===== src/rtl/multicycle_controller.sv =====
// -----------------------------------------------------------------------------
// multicycle_controller
//
// Main control FSM for the multicycle RV32I core. Each instruction passes
// through fetch, decode and then a short opcode-specific sequence (memory
// access, ALU execute, branch resolution, jump handling), and then returns to
// fetch. The FSM drives the datapath enables and mux selects. It also produces
// the ALU operation class for the ALU decoder that sits downstream.
//
// Ports
//   i_clk        : clock, rising edge
//   i_rst        : synchronous active-high reset
//   i_opecode    : opcode field of the instruction register
//   i_funct3     : funct3 field of the instruction register
//   i_zero       : ALU result == 0
//   i_lt         : signed rs1 < rs2
//   i_ltu        : unsigned rs1 < rs2
//   i_mem_ready  : memory completes the current request this cycle
//   o_MemReq     : memory access requested
//   o_MemWrite   : the access is a write
//   o_IRWrite    : load instruction register and OldPC
//   o_PCWrite    : load PC from Result
//   o_RegWrite   : register file write
//   o_AdrSrc     : memory address, 0 = PC, 1 = Result
//   o_ALUSrcA    : 00 PC, 01 OldPC, 10 rs1, 11 zero
//   o_ALUSrcB    : 00 rs2, 01 immediate, 10 constant 4
//   o_ResultSrc  : 00 ALUOut, 01 read data, 10 ALU result
//   o_ImmSrc     : 000 I, 001 S, 010 B, 011 J, 100 U
//   o_ALUOp      : 00 add, 01 subtract/compare, 10 decode from funct
//   o_illegal    : one-cycle pulse on an unsupported encoding
//   o_state      : current state (debug)
// -----------------------------------------------------------------------------
module multicycle_controller (
  input  logic       i_clk,
  input  logic       i_rst,
  input  logic [6:0] i_opecode,
  input  logic [2:0] i_funct3,
  input  logic       i_zero,
  input  logic       i_lt,
  input  logic       i_ltu,
  input  logic       i_mem_ready,
  output logic       o_MemReq,
  output logic       o_MemWrite,
  output logic       o_IRWrite,
  output logic       o_PCWrite,
  output logic       o_RegWrite,
  output logic       o_AdrSrc,
  output logic [1:0] o_ALUSrcA,
  output logic [1:0] o_ALUSrcB,
  output logic [1:0] o_ResultSrc,
  output logic [2:0] o_ImmSrc,
  output logic [1:0] o_ALUOp,
  output logic       o_illegal,
  output logic [3:0] o_state
);

  // Opcodes of the supported RV32I instruction classes
  localparam logic [6:0] OP_LOAD   = 7'b0000011;
  localparam logic [6:0] OP_STORE  = 7'b0100011;
  localparam logic [6:0] OP_R      = 7'b0110011;
  localparam logic [6:0] OP_I      = 7'b0010011;
  localparam logic [6:0] OP_BRANCH = 7'b1100011;
  localparam logic [6:0] OP_JAL    = 7'b1101111;
  localparam logic [6:0] OP_JALR   = 7'b1100111;
  localparam logic [6:0] OP_LUI    = 7'b0110111;
  localparam logic [6:0] OP_AUIPC  = 7'b0010111;

  // Mux select encodings
  localparam logic [1:0] SRCA_PC    = 2'b00;
  localparam logic [1:0] SRCA_OLDPC = 2'b01;
  localparam logic [1:0] SRCA_RS1   = 2'b10;
  localparam logic [1:0] SRCA_ZERO  = 2'b11;

  localparam logic [1:0] SRCB_RS2   = 2'b00;
  localparam logic [1:0] SRCB_IMM   = 2'b01;
  localparam logic [1:0] SRCB_FOUR  = 2'b10;

  localparam logic [1:0] RES_ALUOUT = 2'b00;
  localparam logic [1:0] RES_RDATA  = 2'b01;
  localparam logic [1:0] RES_ALU    = 2'b10;

  localparam logic [1:0] ALUOP_ADD  = 2'b00;
  localparam logic [1:0] ALUOP_SUB  = 2'b01;
  localparam logic [1:0] ALUOP_FUNC = 2'b10;

  localparam logic [2:0] IMM_I = 3'b000;
  localparam logic [2:0] IMM_S = 3'b001;
  localparam logic [2:0] IMM_B = 3'b010;
  localparam logic [2:0] IMM_J = 3'b011;
  localparam logic [2:0] IMM_U = 3'b100;

  typedef enum logic [3:0] {
    S_FETCH    = 4'd0,
    S_DECODE   = 4'd1,
    S_MEMADR   = 4'd2,
    S_MEMREAD  = 4'd3,
    S_MEMWB    = 4'd4,
    S_MEMWRITE = 4'd5,
    S_EXECR    = 4'd6,
    S_EXECI    = 4'd7,
    S_ALUWB    = 4'd8,
    S_BRANCH   = 4'd9,
    S_JAL      = 4'd10,
    S_JALR     = 4'd11,
    S_LUI      = 4'd12,
    S_AUIPC    = 4'd13
  } state_t;

  state_t state_reg;
  state_t state_next;

  // Branch condition decode from funct3. Encodings 010 and 011 are not
  // branches, so they are never taken and are flagged as illegal.
  logic branch_taken;
  logic branch_bad;

  // ---------------------------------------------------------------------------
  // State register
  // ---------------------------------------------------------------------------
  always_ff @(posedge i_clk) begin
    if (i_rst) begin
      state_reg <= S_FETCH;
    end else begin
      state_reg <= state_next;
    end
  end

  // ---------------------------------------------------------------------------
  // Immediate format depends only on the opcode
  // ---------------------------------------------------------------------------
  always_comb begin
    o_ImmSrc = IMM_I;
    case (i_opecode)
      OP_STORE:         o_ImmSrc = IMM_S;
      OP_BRANCH:        o_ImmSrc = IMM_B;
      OP_JAL:           o_ImmSrc = IMM_J;
      OP_LUI, OP_AUIPC: o_ImmSrc = IMM_U;
      default:          o_ImmSrc = IMM_I;
    endcase
  end

  always_comb begin
    branch_taken = 1'b0;
    branch_bad   = 1'b0;
    case (i_funct3)
      3'b000:  branch_taken = i_zero;
      3'b001:  branch_taken = ~i_zero;
      3'b100:  branch_taken = i_lt;
      3'b101:  branch_taken = ~i_lt;
      3'b110:  branch_taken = i_ltu;
      3'b111:  branch_taken = ~i_ltu;
      default: branch_bad   = 1'b1;
    endcase
  end

  // ---------------------------------------------------------------------------
  // Next state and outputs
  // ---------------------------------------------------------------------------
  always_comb begin
    state_next  = state_reg;
    o_MemReq    = 1'b0;
    o_MemWrite  = 1'b0;
    o_IRWrite   = 1'b0;
    o_PCWrite   = 1'b0;
    o_RegWrite  = 1'b0;
    o_AdrSrc    = 1'b0;
    o_ALUSrcA   = SRCA_PC;
    o_ALUSrcB   = SRCB_RS2;
    o_ResultSrc = RES_ALUOUT;
    o_ALUOp     = ALUOP_ADD;
    o_illegal   = 1'b0;

    case (state_reg)
      S_FETCH: begin
        // PC+4 flows straight through the ALU into PC. The IR and PC are only
        // loaded in the cycle the memory returns the instruction.
        o_MemReq    = 1'b1;
        o_ALUSrcA   = SRCA_PC;
        o_ALUSrcB   = SRCB_FOUR;
        o_ResultSrc = RES_ALU;
        o_IRWrite   = i_mem_ready;
        o_PCWrite   = i_mem_ready;
        if (i_mem_ready) begin
          state_next = S_DECODE;
        end
      end

      S_DECODE: begin
        // Branch/jal target OldPC+imm is precomputed into ALUOut here
        o_ALUSrcA = SRCA_OLDPC;
        o_ALUSrcB = SRCB_IMM;
        case (i_opecode)
          OP_LOAD, OP_STORE: state_next = S_MEMADR;
          OP_R:              state_next = S_EXECR;
          OP_I:              state_next = S_EXECI;
          OP_BRANCH:         state_next = S_BRANCH;
          OP_JAL:            state_next = S_JAL;
          OP_JALR:           state_next = S_JALR;
          OP_LUI:            state_next = S_LUI;
          OP_AUIPC:          state_next = S_AUIPC;
          default: begin
            o_illegal  = 1'b1;
            state_next = S_FETCH;
          end
        endcase
      end

      S_MEMADR: begin
        o_ALUSrcA = SRCA_RS1;
        o_ALUSrcB = SRCB_IMM;
        // Load and store opcodes differ only in bit 5
        state_next = i_opecode[5] ? S_MEMWRITE : S_MEMREAD;
      end

      S_MEMREAD: begin
        o_MemReq    = 1'b1;
        o_AdrSrc    = 1'b1;
        o_ResultSrc = RES_ALUOUT;
        if (i_mem_ready) begin
          state_next = S_MEMWB;
        end
      end

      S_MEMWB: begin
        o_ResultSrc = RES_RDATA;
        o_RegWrite  = 1'b1;
        state_next  = S_FETCH;
      end

      S_MEMWRITE: begin
        o_MemReq    = 1'b1;
        o_MemWrite  = 1'b1;
        o_AdrSrc    = 1'b1;
        o_ResultSrc = RES_ALUOUT;
        if (i_mem_ready) begin
          state_next = S_FETCH;
        end
      end

      S_EXECR: begin
        o_ALUSrcA  = SRCA_RS1;
        o_ALUSrcB  = SRCB_RS2;
        o_ALUOp    = ALUOP_FUNC;
        state_next = S_ALUWB;
      end

      S_EXECI: begin
        o_ALUSrcA  = SRCA_RS1;
        o_ALUSrcB  = SRCB_IMM;
        o_ALUOp    = ALUOP_FUNC;
        state_next = S_ALUWB;
      end

      S_ALUWB: begin
        o_ResultSrc = RES_ALUOUT;
        o_RegWrite  = 1'b1;
        state_next  = S_FETCH;
      end

      S_BRANCH: begin
        // ALU compares rs1/rs2 while ALUOut still holds the target from
        // DECODE, so a taken branch loads PC from ALUOut.
        o_ALUSrcA   = SRCA_RS1;
        o_ALUSrcB   = SRCB_RS2;
        o_ALUOp     = ALUOP_SUB;
        o_ResultSrc = RES_ALUOUT;
        o_PCWrite   = branch_taken;
        o_illegal   = branch_bad;
        state_next  = S_FETCH;
      end

      S_JAL: begin
        // PC takes the target in ALUOut while the ALU forms OldPC+4 for
        // the link value written back in ALUWB.
        o_ALUSrcA   = SRCA_OLDPC;
        o_ALUSrcB   = SRCB_FOUR;
        o_ALUOp     = ALUOP_ADD;
        o_ResultSrc = RES_ALUOUT;
        o_PCWrite   = 1'b1;
        state_next  = S_ALUWB;
      end

      S_JALR: begin
        // Replaces the DECODE target with rs1+imm, then shares the JAL path.
        // The datapath clears bit 0 of the target.
        o_ALUSrcA  = SRCA_RS1;
        o_ALUSrcB  = SRCB_IMM;
        state_next = S_JAL;
      end

      S_LUI: begin
        o_ALUSrcA  = SRCA_ZERO;
        o_ALUSrcB  = SRCB_IMM;
        state_next = S_ALUWB;
      end

      S_AUIPC: begin
        o_ALUSrcA  = SRCA_OLDPC;
        o_ALUSrcB  = SRCB_IMM;
        state_next = S_ALUWB;
      end

      default: begin
        state_next = S_FETCH;
      end
    endcase

    // Reset overrides everything. Enables are quiet, and the selects show
    // their fetch values so that the first post-reset cycle looks like a
    // clean fetch.
    if (i_rst) begin
      o_MemReq    = 1'b0;
      o_MemWrite  = 1'b0;
      o_IRWrite   = 1'b0;
      o_PCWrite   = 1'b0;
      o_RegWrite  = 1'b0;
      o_illegal   = 1'b0;
      o_AdrSrc    = 1'b0;
      o_ALUSrcA   = SRCA_PC;
      o_ALUSrcB   = SRCB_FOUR;
      o_ResultSrc = RES_ALU;
      o_ALUOp     = ALUOP_ADD;
    end
  end

  assign o_state = i_rst ? 4'd0 : state_reg;

endmodule


===== config.mk =====
export PLATFORM = sky130hd
export DESIGN_NAME = multicycle_controller
export DESIGN_NICKNAME = d
export VERILOG_FILES = /design/src/rtl/multicycle_controller.sv
export SDC_FILE = /design/constraint.sdc
export NUM_CORES = 1
export LEC_CHECK = 0
export CELL_PAD_IN_SITES_DETAIL_PLACEMENT = 0
export CELL_PAD_IN_SITES_GLOBAL_PLACEMENT = 1
export CORE_ASPECT_RATIO = 0.7
export CORE_MARGIN = 4
export CORE_UTILIZATION = 27
export DETAILED_ROUTE_END_ITERATION = 7
export GPL_ROUTABILITY_DRIVEN = 0
export PLACE_DENSITY_LB_ADDON = 0.1
export SYNTH_ARGS = -nofsm -noshare
export SYNTH_HDL_FRONTEND = slang
export SYNTH_SLANG_ARGS = --single-unit

===== constraint.sdc =====
create_clock -name i_clk -period 2.05 [get_ports i_clk]
set_clock_uncertainty 0.15 [all_clocks]
set_input_delay 0.3075 -clock i_clk [delete_from_list [all_inputs] [get_ports i_clk]]
set_output_delay 0.3075 -clock i_clk [all_outputs]
set_load 0.01 [all_outputs]

==> metrics.yaml <==
startpoint_type: "flip-flop"
die_width_um: 72.9
row_count: 16
drc: 0
dp.cells: 216
internal_power_mw: 0.312
clock-sinks: 4
grt_pass1_wl_um: 5490
viasPerCell: 5.04
fmax_mhz: 507
grt_pass1_vias: 1210
ys_types: 41
clkTransAtPathRegs_ps: 40
n_antenna_cell: 0
io_buffer_count: 37
hp-class: "in2reg"
setup_ws_ps: 78.8
worstReg2RegEnd: "state_reg[1]"
synth_edf_count: 0
drt_pass1_iterations: 4
p_leak_nw: 0.692
die_area_um2: 3890
clockRootBuffer: "clkbuf_8"
cts_buffers: 3
synth_cells: 121
nNetsFinal: 206
grt_remaining_overflow: 0
path_cells: "buf_6 -> buf_4 -> nand2b_2 -> a31o_2 -> dlygate4sd2_1"
max_slew.worst_pin.slew_ps: 323
path_max_fanout: 7
r2r-start: "state_reg[2]"
swShare: 0.315
holdWs_ps: 486
antenna_found_initial: 0
crit_path_end_kind: "primary output"
yosys_warnings: 0
period_needed_ps: 1970
reg2reg_slack_ps: 430
async_reset_ff_frac: 0
grt_usage: 0.180
wl_per_cell_um: 14.1
cp.required_ps: 1590
crit_arrival_ps: 1510
vias: 1128
layout_commonest_cell: "buf_4"
switchingPower_mw: 0.144
synth_area_um2: 796
htree_levels: 1
cp_slowest_cell: "dfxtp_1"
drtIter0Drc: 101
clock_power_share: 0.380
min_from: "i_rst"
hold_viol: 0
finalNonFillerCells: 224
largest_reg_flops: 4
ys_ff_latch: 4
reg2reg_depth: 5
pin_count: 38
cts_tree: "built"
hpwlAfterDp_um: 2330
synth-main-ff-cell: "dfxtp_1"
holdPathEnd: "state_reg[3]"
pwr-share-comb: 0.442
peakVddDrop_uv: 194
fin_crit_sh: 0.962
grt_max_degree: 14
routed_wl_um: 3160
powerDensity_nw_per_um2: 302
die_h_um: 53.4
rsz0062_at_grt: "false"
syn_nets: 137
initial_core_util: 0.284
cp_num_buf_inv: 3
hold_buffers: 0
outcome: "completed"
antenna_left: 0
clockBufferDepth: 2
cap_violations: 0
dp_slack_ps: -641
final_cell_mix: "buf_4 (37), dlygate4sd2_1 (16), a21oi_1 (11), nor2_1 (11), nand2_1 (10)"
clock_latency_ps: 220
setup_viol: 0
syn_to_final_growth_pct: 89.8
drive_above_1_share: 0.351
seq_area_frac_synth: 0.101
relSlewSlack: 0.784
hold_depth: 3
final_max_slew_viol_count: 0
critical_path.max_stage_delay_ps: 320
core_um2: 2800
p_seq_frac: 0.179
synth.avg_cell_area_um2: 6.58
path_class: "reg2out"
cpLargestDelayFamily: "buffers and inverters"
cell usage after synthesis, types with 2 or more instances:
cell type | number | area [µm²]
nand2_1 | 10 | 37.5
inv_1 | 4 | 15.0
or2_2 | 3 | 18.8
or3_1 | 4 | 25.0
nor4_1 | 2 | 12.5
a21oi_1 | 11 | 55.1
nor2_1 | 13 | 48.8
o32a_1 | 2 | 20.0
xnor2_1 | 3 | 26.3
mux2i_1 | 4 | 40.0
xor2_1 | 2 | 17.5
nand2b_1 | 7 | 43.8
nand4b_1 | 2 | 17.5
nor3_1 | 6 | 30.0
o31a_1 | 2 | 17.5
a211oi_1 | 2 | 15.0
dfxtp_1 | 4 | 80.1
buf_2 | 4 | 20.0
a21o_1 | 2 | 15.0
a2111oi_0 | 2 | 17.5
nand3b_1 | 2 | 15.0
clkbuf_1 | 4 | 15.0
buf_1 | 2 | 7.51
o21ai_0 | 5 | 25.0
o22ai_1 | 3 | 18.8
power by group through the flow:
stage                     Combinational, mW  Sequential, mW  Clock, mW
after floorplan                      0.0966          0.0820          0
after global placement                0.199          0.0829          0
after detailed placement              0.200          0.0829          0
after CTS                             0.202          0.0811      0.172
after global routing                  0.222          0.0815      0.181
final                                 0.201          0.0814      0.173
per-layer routing:
metal	up-vias	routed length, µm	GRT usage
met4	0	0	0.00920
met5	-	0	0
met3	0	192	0.0474
met1	515	1660	0.258
met2	32	1310	0.281
li1	581	-	-
how the worst max path moves through the flow:
| stage | from | endpoint | slack, ps | cells after the start |
|---|---|---|---|---|
| after detailed placement | i_funct3[2] | o_PCWrite | -640 | 6 |
| final | state_reg[1] | o_ALUSrcB[1] | 80 | 5 |
| after global routing | i_opecode[4] | o_ImmSrc[0] | 7 | 4 |
| after global placement | i_funct3[2] | o_PCWrite | -620 | 6 |
| after CTS | i_lt | o_PCWrite | -50 | 6 |
| after floorplan | state_reg[0] | o_PCWrite | 230 | 5 |
timing repair:
item	4_1_cts	5_1_grt
setup endpoints to repair	22	10
resized for setup	43	19
pin swaps	2	3
setup buffers	5	0
worst min-delay path, cell delays in order:
cell and delay, ps:
dlygate4sd2_1 280, buf_4 180, a21oi_1 50
layout make-up:
type / instances / area, µm²
flip-flops and latches: 4 / 85.1
well taps: 36 / 45.0
inverters: 4 / 15.0
repair buffers: 76 / 639
multi-input cells: 101 / 684
fillers: 273 / 1290
clock buffers: 3 / 41.3
through the flow:
stage / TNS [ps] / utilization / power (mW) / area (µm²)
floorplan: 0 / - / 0.179 / 796
detailed placement: -4030 / 0.501 / 0.283 / 1410
global route: 0 / 0.539 / 0.484 / 1510
global placement: -4100 / 0.501 / 0.282 / 1410
finish: 0 / 0.539 / 0.456 / 1510
CTS: -50.8 / 0.531 / 0.454 / 1490
cell families (layout without fill, tap and decap cells):
kind of cell | count (synthesis) | count (layout) | share of synthesized area
buffers and inverters | 16 | 83 | 0.0959
flip-flops | 4 | 4 | 0.101
AO/OA/AOI/OAI | 38 | 38 | 0.336
multiplexers | 4 | 4 | 0.0503
AND/OR/NAND/NOR | 54 | 54 | 0.362
XOR/XNOR | 5 | 5 | 0.0550
Note: power is estimated with default switching activity, not from simulation.
